`config.mk`:
```
export PLATFORM = sky130hd
export DESIGN_NAME = watchdog_controller
export DESIGN_NICKNAME = d
export VERILOG_FILES = /design/src/rtl/watchdog_ctrl_pkg.sv /design/src/rtl/watchdog_rr_arbiter.sv /design/src/rtl/watchdog_controller.sv
export SDC_FILE = /design/constraint.sdc
export NUM_CORES = 1
export LEC_CHECK = 0
export ABC_AREA = 1
export ABC_CLOCK_PERIOD_IN_PS = 3200
export CAP_MARGIN = 0
export CELL_PAD_IN_SITES_DETAIL_PLACEMENT = 0
export CELL_PAD_IN_SITES_GLOBAL_PLACEMENT = 1
export CORE_UTILIZATION = 30
export CTS_CLUSTER_DIAMETER = 120
export DETAILED_ROUTE_END_ITERATION = 7
export GPL_ROUTABILITY_DRIVEN = 0
export PLACE_DENSITY_LB_ADDON = 0.3
export SLEW_MARGIN = 20
export SYNTH_ARGS = -nofsm -noshare
export SYNTH_HDL_FRONTEND = slang
export SYNTH_SLANG_ARGS = --single-unit
```
`constraint.sdc`:
```
create_clock -name clk -period 3.2 [get_ports clk]
set_clock_uncertainty 0.1 [all_clocks]
set_input_delay 0.64 -clock clk [delete_from_list [all_inputs] [get_ports clk]]
set_output_delay 0.64 -clock clk [all_outputs]
set_load 0.01 [all_outputs]
```
`src/rtl/watchdog_ctrl_pkg.sv`:
```
// Shared types and constants for the watchdog sequencer: command/state encodings
// and the configuration values a top level would normally tie to cfg_timeout/cfg_post.
package watchdog_ctrl_pkg;

    typedef enum logic [1:0] {
        CMD_ARM    = 2'd0,
        CMD_KICK   = 2'd1,
        CMD_DISARM = 2'd2,
        CMD_ACK    = 2'd3
    } cmd_t;

    typedef enum logic [1:0] {
        ST_IDLE    = 2'd0,
        ST_ARMED   = 2'd1,
        ST_TIMEOUT = 2'd2,
        ST_HUNG    = 2'd3
    } state_t;

    localparam logic [63:0] DEFAULT_CFG_TIMEOUT = 64'd10_000_000;
    localparam logic [7:0]  DEFAULT_CFG_POST    = 8'd100;

    // A state in which the timeout output is asserted.
    function automatic logic is_expired(input state_t s);
        return (s == ST_TIMEOUT) || (s == ST_HUNG);
    endfunction

endpackage

```
`src/rtl/watchdog_rr_arbiter.sv`:
```
// Round-robin arbiter for the watchdog command port. The search starts at the
// pointer and wraps; the pointer moves past the winner only when advance_i is set.
module watchdog_rr_arbiter #(
    parameter  int NUM_REQ = 4,
    localparam int ID_W    = $clog2(NUM_REQ)
) (
    input  logic               clk,
    input  logic               reset_n,
    input  logic [NUM_REQ-1:0] req_i,
    input  logic               advance_i,
    output logic [NUM_REQ-1:0] gnt_o,
    output logic [ID_W-1:0]    gnt_id_o,
    output logic               gnt_valid_o
);

    logic [ID_W-1:0] ptr_q, ptr_d;
    logic [ID_W-1:0] idx;
    int              pos;

    always_comb begin
        gnt_o       = '0;
        gnt_id_o    = '0;
        gnt_valid_o = 1'b0;
        pos         = 0;
        idx         = '0;
        for (int k = 0; k < NUM_REQ; k++) begin
            pos = int'(ptr_q) + k;
            if (pos >= NUM_REQ) begin
                pos = pos - NUM_REQ;
            end
            idx = ID_W'(pos);
            if (!gnt_valid_o && req_i[idx]) begin
                gnt_valid_o = 1'b1;
                gnt_id_o    = idx;
            end
        end
        if (gnt_valid_o) begin
            gnt_o[gnt_id_o] = 1'b1;
        end
    end

    always_comb begin
        ptr_d = ptr_q;
        if (advance_i && gnt_valid_o) begin
            ptr_d = (gnt_id_o == ID_W'(NUM_REQ - 1)) ? '0 : gnt_id_o + ID_W'(1);
        end
    end

    always_ff @(posedge clk) begin
        if (!reset_n) begin
            ptr_q <= '0;
        end else begin
            ptr_q <= ptr_d;
        end
    end

endmodule

```
`src/rtl/watchdog_controller.sv`:
```
// Shared watchdog: arbitrated ARM/KICK/DISARM/ACK commands drive one timeout
// counter, then a post-timeout window that ends in a sticky hung flag.
//
// state   | meaning
// IDLE    | not armed, counter held at zero
// ARMED   | main counter running down toward expiry
// TIMEOUT | expired, waiting for ACK while the post window counts down
// HUNG    | nobody acknowledged in time; left only through reset
module watchdog_controller
    import watchdog_ctrl_pkg::*;
#(
    parameter int NUM_REQ            = 4,
    parameter int COUNTER_WIDTH      = 64,
    parameter int POST_COUNTER_WIDTH = 8,
    parameter int ID_W               = $clog2(NUM_REQ)
) (
    input  logic                          clk,
    input  logic                          reset_n,
    input  logic [NUM_REQ-1:0]            req_valid,
    input  logic [2*NUM_REQ-1:0]          req_cmd,
    output logic [NUM_REQ-1:0]            req_ready,
    input  logic [COUNTER_WIDTH-1:0]      cfg_timeout,
    input  logic [POST_COUNTER_WIDTH-1:0] cfg_post,
    output logic                          timeout,
    output logic                          hung,
    output logic [1:0]                    state,
    output logic [COUNTER_WIDTH-1:0]      count,
    output logic [ID_W-1:0]               last_owner,
    output logic                          cmd_err
);

    state_t                        state_q, state_d;
    logic [COUNTER_WIDTH-1:0]      count_q, count_d;
    logic [POST_COUNTER_WIDTH-1:0] post_q, post_d;
    logic                          hung_q, hung_d;
    logic                          timeout_q, timeout_d;
    logic                          err_q, err_d;
    logic [ID_W-1:0]               owner_q, owner_d;

    logic [NUM_REQ-1:0]            gnt;
    logic [ID_W-1:0]               gnt_id;
    logic                          gnt_valid;
    cmd_t                          cmd;

    // Ready is only ever offered to a valid requester, so every grant is a transfer.
    watchdog_rr_arbiter #(
        .NUM_REQ (NUM_REQ)
    ) u_arb (
        .clk         (clk),
        .reset_n     (reset_n),
        .req_i       (req_valid),
        .advance_i   (gnt_valid),
        .gnt_o       (gnt),
        .gnt_id_o    (gnt_id),
        .gnt_valid_o (gnt_valid)
    );

    assign req_ready = gnt;

    always_comb begin
        cmd = cmd_t'(req_cmd[{gnt_id, 1'b0} +: 2]);
    end

    always_comb begin
        state_d = state_q;
        count_d = count_q;
        post_d  = post_q;
        hung_d  = hung_q;
        err_d   = 1'b0;
        owner_d = gnt_valid ? gnt_id : owner_q;

        unique case (state_q)
            ST_IDLE: begin
                if (gnt_valid) begin
                    if (cmd == CMD_ARM) begin
                        count_d = cfg_timeout;
                        state_d = ST_ARMED;
                    end else begin
                        err_d = 1'b1;
                    end
                end
            end
            ST_ARMED: begin
                // An accepted command always wins over expiry in the same cycle.
                if (gnt_valid) begin
                    unique case (cmd)
                        CMD_ARM, CMD_KICK: count_d = cfg_timeout;
                        CMD_DISARM: begin
                            count_d = '0;
                            state_d = ST_IDLE;
                        end
                        CMD_ACK: err_d = 1'b1;
                        default: err_d = 1'b1;
                    endcase
                end else if (count_q == '0) begin
                    post_d  = cfg_post;
                    state_d = ST_TIMEOUT;
                end else begin
                    count_d = count_q - COUNTER_WIDTH'(1);
                end
            end
            ST_TIMEOUT: begin
                if (gnt_valid && cmd == CMD_ACK) begin
                    count_d = '0;
                    post_d  = '0;
                    state_d = ST_IDLE;
                end else begin
                    err_d = gnt_valid;
                    if (post_q == '0) begin
                        hung_d  = 1'b1;
                        state_d = ST_HUNG;
                    end else begin
                        post_d = post_q - POST_COUNTER_WIDTH'(1);
                    end
                end
            end
            ST_HUNG: begin
                err_d = gnt_valid;
            end
            default: begin
                state_d = ST_IDLE;
            end
        endcase

        timeout_d = is_expired(state_d);
    end

    always_ff @(posedge clk) begin
        if (!reset_n) begin
            state_q   <= ST_IDLE;
            count_q   <= '0;
            post_q    <= '0;
            hung_q    <= 1'b0;
            timeout_q <= 1'b0;
            err_q     <= 1'b0;
            owner_q   <= '0;
        end else begin
            state_q   <= state_d;
            count_q   <= count_d;
            post_q    <= post_d;
            hung_q    <= hung_d;
            timeout_q <= timeout_d;
            err_q     <= err_d;
            owner_q   <= owner_d;
        end
    end

    assign state      = state_q;
    assign count      = count_q;
    assign hung       = hung_q;
    assign timeout    = timeout_q;
    assign cmd_err    = err_q;
    assign last_owner = owner_q;

endmodule
```
* Word level (Yosys, flattened, before mapping)
Cells that the tools add are included.
Storage, ports and cells: register bits after elaboration 81, bits in latches 0, bits in writable memories 0, ROM bits 0, input bits 86, output and inout bits 75, logic and storage cells 116, memories kept 0
Operators by class: add/subtract/negate cells 10, $mul 0, div/mod/pow operators 0, magnitude comparators 10, equal/unequal tests 17, shifts and indexed selects 1, multiplexer cells 50, bitwise logic cells 1, reduce and logical (&&, ||, !) cells 19
Operators with widths (number):
- $mux W64 | 5
- $pmux W64 S3 | 1
- $pmux W64 S2 | 1
- $logic_not A64 Y1 | 1
- $sub A64 B1 Y64 const B | 1
- $mux W2 | 16
- $mux W8 | 4
- $pmux W8 S2 | 1
- $lt A2 B3 Y1 const B | 5
- $eq A2 B2 Y1 const B | 7
- $mux W1 | 14
- $ne A2 B2 Y1 const B | 5
- $ge A3 B3 Y1 const B | 3
- $bmux W1 S2 | 4
- $logic_not A8 Y1 | 1
- $shiftx A8 B4 Y2 | 1
- $sub A2 B1 Y2 const B | 4
- $sub A8 B1 Y8 const B | 1
- $add A2 B2 Y3 const B | 2
- $ne A3 B3 Y1 const B | 2
- $pmux W2 S3 | 1
- $reduce_and A6 Y1 | 1
- $logic_and A1 B1 Y1 | 5
- $eq A2 B1 Y1 const B | 2
- 17 further kinds | 20

* Logic depth before layout (Yosys ltp)
Gate-level depths: netlist of run 1.
depth in word-level cells 21, depth in mapped cells 24, depth with buffers taken out 21

* By module
From an unflattened synthesis of run 1, not the netlist that was laid out.
Unflattened totals: cell total of the unflattened synthesis 1431, area, all modules 7526.0 um^2
By module, submodules not included:
- watchdog_controller | instances 1, cells each 1348, area each 7069.3 um^2, seq. area each 1581.5 um^2
- watchdog_rr_arbiter | instances 1, cells each 83, area each 456.7 um^2, seq. area each 40.0 um^2

* Least setup slack after synthesis of run 1
OpenSTA, ideal clock, no wires.
path type input to output, start point input port req_valid[3], end point output port req_ready[0], arrival time 1.937 ns, data required time 2.460 ns, slack 0.523 ns, stages 11, buffers on the path 3, cells stage by stage inv_1 nand2_1 nand2_1 o21ai_1 inv_1 nand3_4 buf_2 buf_2 buf_1 nand2_1 inv_1
On the way: cells in the longest elaborated chain, start to end 17, elaborated cells between the ends (all ways) 28, those cells by class order compare (2); mux (19); reduce/logical (7)
RTL lines:
- start, declared | line watchdog_controller.sv:19 | input logic [NUM_REQ-1:0] req_valid,
- $bmux W1 S2 | line watchdog_rr_arbiter.sv:32 | if (!gnt_valid_o && req_i[idx]) begin
- $mux W1 (implied by the code) | line watchdog_rr_arbiter.sv:32
- $mux W1 | line watchdog_rr_arbiter.sv:32
- $logic_not A1 Y1 | line watchdog_rr_arbiter.sv:32
- $logic_and A1 B1 Y1 | line watchdog_rr_arbiter.sv:32
- $mux W1 | line watchdog_rr_arbiter.sv:32
- $logic_not A1 Y1 | line watchdog_rr_arbiter.sv:32
- $logic_and A1 B1 Y1 | line watchdog_rr_arbiter.sv:32
- $mux W1 | line watchdog_rr_arbiter.sv:32
- $logic_not A1 Y1 | line watchdog_rr_arbiter.sv:32
- $logic_and A1 B1 Y1 | line watchdog_rr_arbiter.sv:32
- $mux W2 | line watchdog_rr_arbiter.sv:32
- $lt A2 B3 Y1 (implied by the code) / $ge A2 B1 Y1 (equally long branches) | line watchdog_rr_arbiter.sv:38 | gnt_o[gnt_id_o] = 1'b1;
- $logic_and A1 B1 Y1 (implied by the code) | line watchdog_rr_arbiter.sv:38
- $mux W1 (implied by the code) | line watchdog_rr_arbiter.sv:38
- $demux W1 S2
- $mux W4 * | line watchdog_rr_arbiter.sv:37 | if (gnt_valid_o) begin
- end, declared | line watchdog_controller.sv:21 | output logic [NUM_REQ-1:0] req_ready,
Every way passes the cells marked *; elsewhere a longest branch is shown, timed or not. The select of a mux whose other input is x is not followed.

* Worst setup path after layout of run 1
Ends and elaborated chain as after synthesis.

==> qor.yml, run 1 <==
clkTransAtPathRegs_ns: 0.07
drive_gt1_share_pct: 7.45
antenna_found_initial: 0
fin_area_um2: 9970
cts_buffers: 9
slew_violations: 0
grt_pass1_wl_um: 42500
critPathSlowestCell: "clkdlybuf4s50_1"
synth_cell_types: 36
netlist_instances: 1371
start_kind: "primary input"
clkLatencyLatePin_ns: 0.36
yosysSeqAreaShare_pct: 21.9
clock_path_buffers: 2
root_buffer: "clkbuf_16"
die_x_um: 159
reg2reg_slack_ns: 0.38
ant_nets: 0
path_cells: "clkdlybuf4s50_1 -> inv_2 -> nand2_2 -> nand3_2 -> nand2_2 -> nor2_4 -> nand3_1 -> nand3_1 -> nand2_2 -> ha_1 -> nand2_1 -> inv_1 -> dlygate4sd2_1"
period_share_pct: 98.0
grt_pass1_vias: 8171
worstSetupPathType: "in -> out"
cp-end-kind: "primary output"
ys_warn_count: 0
cts_sinks: 81
regArea_um2: 1620
fin_util_pct: 41.1
tightest_slew_ns: 0.638
status: "finished, final reports clean"
multi_input_comb_area_um2: 4940
cp_slowest_stage_delay_ns: 0.44
htreeDepth: 3
finalNonFillerCells: 1867
cts_tree: "done"
hpwl_um: 19600
die_area_um2: 25300
cp_common_cell: "nand2_2"
grt_setup_unrepaired: "yes"
placed_area_um2: 9630
wirelength_um: 26300
fin_nets: 1636
start_util_pct: 30.5
crit_fanout: 4
wl_per_cell_um: 14.1
hold_buffers: 0
area_growth_pct: 34.9
diodes: 0
drtIter0Drc: 482
grtUsageTotal_pct: 20.8
num_rows: 57
ys_ff_latch: 81
leakagePower_nw: 4.74
die_h_um: 159
ir_worst_vdd_mv: 0.515
final_common_cell: "nand2_1"
maxCapViolations: 0
yosys.area.top_type: "dfxtp_1"
syn_avg_cell_area_um2: 5.39
arrival_ns: 2.40
dp.cells: 1849
yosys-top-cells-area: "dfxtp_1 22%, nand2_1 20%, nor2_1 17%"
setup_violations: 0
hold_path.class: "reg -> reg"
grt_overflow: 0
n_fill_cell: 2712
synth.top_cell.area_share_pct: 21.9
fp.coreArea_um2: 24200
syn_nets: 1469
placement.io_buffers: 160
power.density_nw_per_um2: 1010
detail_route.vias_per_cell: 4.64
fmax_mhz: 319
remaining_drc_errors: 0
finalHoldViolations: 0
maxSlewHeadroom_pct: 57.5
mostFrequentLayoutCells: "395 x nand2_1, 326 x nor2_1, 154 x clkdlybuf4s50_1"
grt_max_degree: 51
syn_area_um2: 7390
fin_tns_setup_ns: 0
min_period_ns: 3.14
ios: 161
dr.pass1.iters: 6
hold_ws_ns: 0.353
required_ns: 2.46
route.vias.total: 8660
## registers in the layout, indices dropped and copies added (netlist names)
signal,flops
last_owner,2
cmd_err,1
hung,1
u_arb.ptr_q,2
count,64
state,2
post_q,8
timeout,1
## what timing repair did
item,in CTS,in global routing
gates resized for setup,6,22
setup endpoints to repair,4,37
pin swaps,1,4
endpoints found under the hold margin,0,0
setup buffers,0,2
## critical path: cells and delay by family
kind          cells  cell delay (ns)
simple gates      8             0.73
fa+ha+maj         1             0.19
buf+inv           4             0.83
## kinds of logic after synthesis
logic type / share of synthesized area, %
AND/OR/NAND/NOR: 45.6
adder cells (fa/ha/maj): 2.03
buffers and inverters: 11.8
flip-flops: 21.9
AO/OA/AOI/OAI: 14.7
XOR/XNOR: 3.91
## path summary, 6_finish.rpt
path | start | end | cells past startpoint
setup / recovery | req_valid[3] | req_ready[0] | 13
hold / removal | hung | hung | 2
setup reg to reg | count[0] | count[61] | 16
hold reg to reg | hung | hung | 2
## report_power, final
group / internal, W / switching, W
registers: 0.00131 / 0.000383
logic: 0.00302 / 0.00431
clock network: 0.000572 / 0.000493
## per-stage QoR
step	setup WS [ns]	total power [W]
global route	-0.0511	0.0111
global placement	-0.210	0.00895
floorplan	0.523	0.00626
CTS	0.0484	0.0101
finish	0.0630	0.0101
detailed placement	-0.252	0.00898
## synth_stat cells
cell	n
buf_1	10
buf_6	10
o211a_1	2
o21a_1	3
nand2_2	7
o2bb2ai_1	1
inv_4	1
buf_2	14
clkbuf_1	25
o21ai_1	1
nor2_4	2
nor2_1	326
nor3_1	23
nand3_2	1
o31ai_1	1
nand3_4	1
xor2_1	18
or2_2	9
nand2_4	1
a21oi_1	118
dfxtp_1	81
clkinv_1	1
ha_1	12
and2_1	1
a21boi_0	7
a211oi_1	11
nand3b_1	6
nand3_1	44
nand2_1	401
nand4_1	12
nor4_1	3
xnor2_1	15
o21ai_0	54
inv_2	1
a221oi_1	3
inv_1	145
## metal layers
metal  vias up  track usage (%)  wire length [µm]
met5         -                0                 0
li1       4605                -                 -
met1      3854             28.3             12700
met4         0             4.85               337
met2       183             34.5             12000
met3        18             3.02              1170
## layout make-up
| class | instances | area share (%) |
|---|---|---|
| inverters | 148 | 5.60 |
| multi-input cells | 1083 | 49.6 |
| clock buffers | 11 | 2.53 |
| flip-flops and latches | 81 | 16.3 |
| repair buffers | 215 | 21.6 |
| well taps | 324 | 4.07 |
| clock inverters | 5 | 0.402 |
Power figures use the tool's default switching activity.
==> run 2, diff against run 1 <==
- REMOVE_ABC_BUFFERS: unset -> 1
==> qor.yml, run 2 (synthesis gave the netlist of run 1 again) <==
leakagePower_nw: 4.80
crit_fanout: 4
setup_violations: 0
total_power_w: 0.0106
worstSetupPathType: "in -> out"
dr.pass1.iters: 5
cp-end-kind: "primary output"
cp_slowest_stage_delay_ns: 0.43
wl_per_cell_um: 14.4
ios: 161
detail_route.vias_per_cell: 4.70
placement.io_buffers: 160
diodes: 0
clock_path_buffers: 2
route.vias.total: 8778
drtIter0Drc: 485
start_kind: "primary input"
drive_gt1_share_pct: 7.72
tightest_slew_ns: 0.649
maxSlewHeadroom_pct: 56.7
start_util_pct: 30.5
clkTransAtPathRegs_ns: 0.06
critPathSlowestCell: "clkdlybuf4s50_1"
reg2reg_from: "u_arb.ptr_q[1]"
area_growth_pct: 36.3
final_common_cell: "nand2_1"
dp.cells: 1841
fp.coreArea_um2: 24200
grt_max_degree: 56
fin_area_um2: 10100
fmax_mhz: 325
cts_sinks: 81
placed_area_um2: 9540
crit_buf_inv: 5
required_ns: 2.46
min_to: "hung"
die_x_um: 159
wirelength_um: 26800
root_buffer: "clkbuf_16"
status: "finished, final reports clean"
ir_worst_vdd_mv: 0.608
rr_endpoint: "count[14]"
fin_nets: 1637
htreeDepth: 3
num_rows: 57
die_h_um: 159
slew_violations: 0
hpwl_um: 19300
grtUsageTotal_pct: 20.6
antenna_found_initial: 0
critPathTopFamily: "buffers and inverters"
maxCapViolations: 0
finalHoldViolations: 0
grt_overflow: 0
reg2reg_slack_ns: 0.27
power.density_nw_per_um2: 1050
fin_util_pct: 41.5
grt_pass1_wl_um: 42000
hold_buffers: 0
clkLatencyLatePin_ns: 0.35
ant_nets: 0
cts_buffers: 9
arrival_ns: 2.33
cts_tree: "done"
mostFrequentLayoutCells: "393 x nand2_1, 326 x nor2_1, 152 x clkdlybuf4s50_1"
largest_reg_flops: 64
period_share_pct: 96.1
path_cells: "clkdlybuf4s50_1 -> inv_1 -> nand2_2 -> nand3_2 -> nand2_2 -> nor2_4 -> buf_4 -> nand3_4 -> nand2_4 -> ha_1 -> nand2_1 -> inv_1 -> dlygate4sd2_1"
finalNonFillerCells: 1866
remaining_drc_errors: 0
die_area_um2: 25300
ff2ff_path_depth: 24
hold_ws_ns: 0.352
hold_path.class: "reg -> reg"
worstHoldPathCells: 2
min_period_ns: 3.07
grt_pass1_vias: 8054
hp-start: "hung"
==> run 2: cell types whose count changed in the layout (fill, tap and decap cells not counted), sizes merged <==
| cell | previous run | this run |
|---|---|---|
| buf | 56 | 51 |
| clkbuf | 14 | 20 |
| clkdlybuf4s50 | 154 | 152 |
| clkinvlp | 3 | 1 |
| dlymetal6s2s | 1 | 3 |
==> run 2: what timing repair did <==
item / 4_1_cts / 5_1_grt
setup endpoints to repair: 4 / 68
buffers inserted: 1 / 4
gates resized for setup: 14 / 27
pin swaps: 2 / 6
cloned: 0 / 6
==> run 2: worst max-delay path by stage <==
stage | endpoint | cells past startpoint | start | slack [ns]
2_1_floorplan | count[61] | 16 | req_valid[3] | -1.07
3_3_place_gp | req_ready[2] | 14 | req_valid[1] | -0.24
3_5_place_dp | req_ready[2] | 14 | req_valid[1] | -0.27
4_1_cts | req_ready[2] | 15 | req_valid[3] | 0.005
5_1_grt | count[19] | 23 | u_arb.ptr_q[1] | -0.004
6_report | req_ready[0] | 13 | req_valid[1] | 0.13
==> run 2: final cells by class <==
type / count / area [µm²]
Inverter: 148 / 558
Timing Repair Buffer: 216 / 2250
Fill cell: 2710 / 14200
Tap cell: 324 / 405
Multi-Input combinational cell: 1083 / 4970
Sequential cell: 81 / 1620
Clock buffer: 11 / 253
Clock inverter: 3 / 17.5
==> run 2: through the flow <==
| step | setup slack (ns) | setup TNS, ns |
|---|---|---|
| floorplan | -1.07 | -68.29 |
| global placement | -0.240 | -6.62 |
| detailed placement | -0.273 | -8.53 |
| CTS | 0.00459 | 0 |
| global route | -0.00434 | -0.00720 |
| finish | 0.126 | 0 |
==> run 2: layer usage <==
| layer | GRT usage (%) | share of wire [%] | vias to the layer above |
|---|---|---|---|
| met5 | 0 | 0 | - |
| met4 | 4.55 | 1.2 | 0 |
| met3 | 2.74 | 4.7 | 19 |
| met2 | 34.4 | 46 | 194 |
| met1 | 28.0 | 48 | 3961 |
| li1 | - | - | 4604 |
==> run 2: worst register-to-register path: stages, from the launching register on <==
cell       delay (ns)
dfxtp_1          0.41
inv_1            0.14
nand2_1          0.10
nand2_2          0.09
nand2_1          0.12
nand2_2          0.08
nor2_4           0.12
nand3_2          0.08
nand3_2          0.07
nand2_2          0.06
buf_4            0.15
inv_2            0.07
buf_4            0.12
nand3_1          0.08
nand2_2          0.12
nand3_4          0.09
nand2_4          0.07
nand2_2          0.06
nor2_4           0.17
buf_6            0.13
clkbuf_16        0.14
buf_4            0.12
nand2_1          0.05
nand2_1          0.05
nor2_1           0.04
==> run 2: power breakdown <==
part	total (W)	switching [W]	internal (W)
clock	0.00103	0.000469	0.000559
combinational	0.00781	0.00449	0.00332
sequential	0.00173	0.000425	0.00131
==> run 3, diff against run 2 <==
- CORE_MARGIN: unset -> 1.5
- TNS_END_PERCENT: unset -> 100
==> qor.yml, run 3 (synthesis gave the netlist of run 1 again) <==
status: "finished, final reports clean"
power.density_nw_per_um2: 987
clock_path_buffers: 2
pre_cts_slack_ns: -0.290
grt_max_degree: 52
dr.pass1.iters: 7
clkLatencyLatePin_ns: 0.36
ant_nets: 0
maxSlewHeadroom_pct: 58.1
worstHoldPathCells: 2
root_buffer: "clkbuf_16"
ff2ff_path_depth: 20
cp_slowest_stage_delay_ns: 0.44
grtUsageTotal_pct: 20.5
route.vias.total: 8713
area_growth_pct: 33.3
htreeDepth: 3
wl_per_cell_um: 14.0
min_period_ns: 3.01
leakagePower_nw: 4.69
reg2reg_from: "u_arb.ptr_q[0]"
cp-end-kind: "primary output"
antenna_found_initial: 0
drive_gt1_share_pct: 6.80
die_x_um: 160
die_h_um: 160
remaining_drc_errors: 0
grt_pass1_vias: 8027
arrival_ns: 2.27
crit_start: "u_arb.ptr_q[0]"
total_power_w: 0.00972
hpwl_um: 19400
ir_worst_vdd_mv: 0.388
hp-start: "hung"
critPathTopFamily: "simple AND/OR/NAND/NOR gates"
grt_setup_unrepaired: "no"
start_util_pct: 30.5
ios: 161
fin_nets: 1624
reg2reg_slack_ns: 0.38
fp.coreArea_um2: 24200
num_rows: 57
slew_violations: 0
crit_fanout: 10
min_to: "hung"
grt_pass1_wl_um: 42400
finalWorstSetupSlack_ns: 0.190
clkTransAtPathRegs_ns: 0.06
grt_overflow: 0
final_common_cell: "nand2_1"
placement.io_buffers: 160
cp_common_cell: "nand2_2"
setup_violations: 0
worstSetupPathType: "reg -> out"
fmax_mhz: 332
largest_reg_flops: 64
cts_tree: "done"
mostFrequentLayoutCells: "394 x nand2_1, 326 x nor2_1, 151 x clkdlybuf4s50_1"
finalHoldViolations: 0
start_kind: "register"
maxCapViolations: 0
die_area_um2: 25600
wirelength_um: 25900
fin_tns_setup_ns: 0
hold_path.class: "reg -> reg"
drtIter0Drc: 556
critPathSlowestCell: "dfxtp_2"
required_ns: 2.46
cts_sinks: 81
rr_endpoint: "count[11]"
cts_buffers: 9
diodes: 0
tightest_slew_ns: 0.628
path_cells: "inv_4 -> nand2_1 -> nand2_2 -> nand2_2 -> nand2_2 -> nor2_4 -> nand3_2 -> nand3_2 -> nand2_2 -> buf_4 -> ha_1 -> nand2_1 -> inv_1 -> dlygate4sd2_1"
detail_route.vias_per_cell: 4.70
period_share_pct: 94.1
crit_buf_inv: 4
## run 3: cell types whose count changed in the layout (fill, tap and decap cells not counted), sizes merged
cell / delta
buf: -7
clkbuf: -10
clkdlybuf4s15: +2
clkdlybuf4s50: -1
clkinvlp: +2
dlygate4sd2: +1
dlymetal6s2s: +1
## run 3: per-layer routing
layer	wire length [µm]	track usage, %	share of wire (%)
met3	1060	2.16	4.1
met1	12700	27.9	49
met4	445	6.37	1.7
met2	11700	33.8	45
met5	0	0	0
## run 3: worst max path at each step
stage	to	slack [ns]	cells past startpoint
finish	req_ready[1]	0.19	14
global route	req_ready[2]	0.007	15
CTS	req_ready[1]	-0.03	14
detailed placement	req_ready[3]	-0.29	14
global placement	req_ready[2]	-0.24	14
floorplan	count[61]	-1.07	16
## run 3: where the power goes
group,total [W],switching [W],internal (W)
Clock,0.00102,0.000476,0.000541
Sequential,0.00172,0.000412,0.00131
Combinational,0.00698,0.00422,0.00277
## run 3: through the flow
step / utilization [%] / hold WS, ns / instances / area (µm²)
6_report: 40.6 / 0.374 / 1854 / 9850
5_1_grt: 40.6 / 0.406 / 1854 / 9850
4_1_cts: 40.4 / 0.372 / 1854 / 9800
3_5_place_dp: 39.2 / 0.363 / 1838 / 9510
3_3_place_gp: 39.2 / 0.357 / 1838 / 9510
2_1_floorplan: - / 0.374 / 1312 / 7080
## run 3: what timing repair did
action | in CTS | in global routing
setup endpoints to repair | 4 | 74
pin swaps | 2 | 4
gates resized for setup | 11 | 19
setup buffers | 1 | 0
hold buffers | 0 | 0
## run 3: area by class of cell
type | instances | area [µm²]
Tap cell | 324 | 405
Multi-Input combinational cell | 1083 | 4950
Clock inverter | 5 | 32.5
Fill cell | 2678 | 14400
Inverter | 148 | 558
Timing Repair Buffer | 203 | 2040
Clock buffer | 10 | 239
Sequential cell | 81 | 1620
## run 3: tightest hold or removal path, delay by kind of cell, from the launching register on
family                 cells  cell delay, ns
buffers and inverters      1            0.05
AO/OA/AOI/OAI              1            0.05
flip-flops                 1            0.32
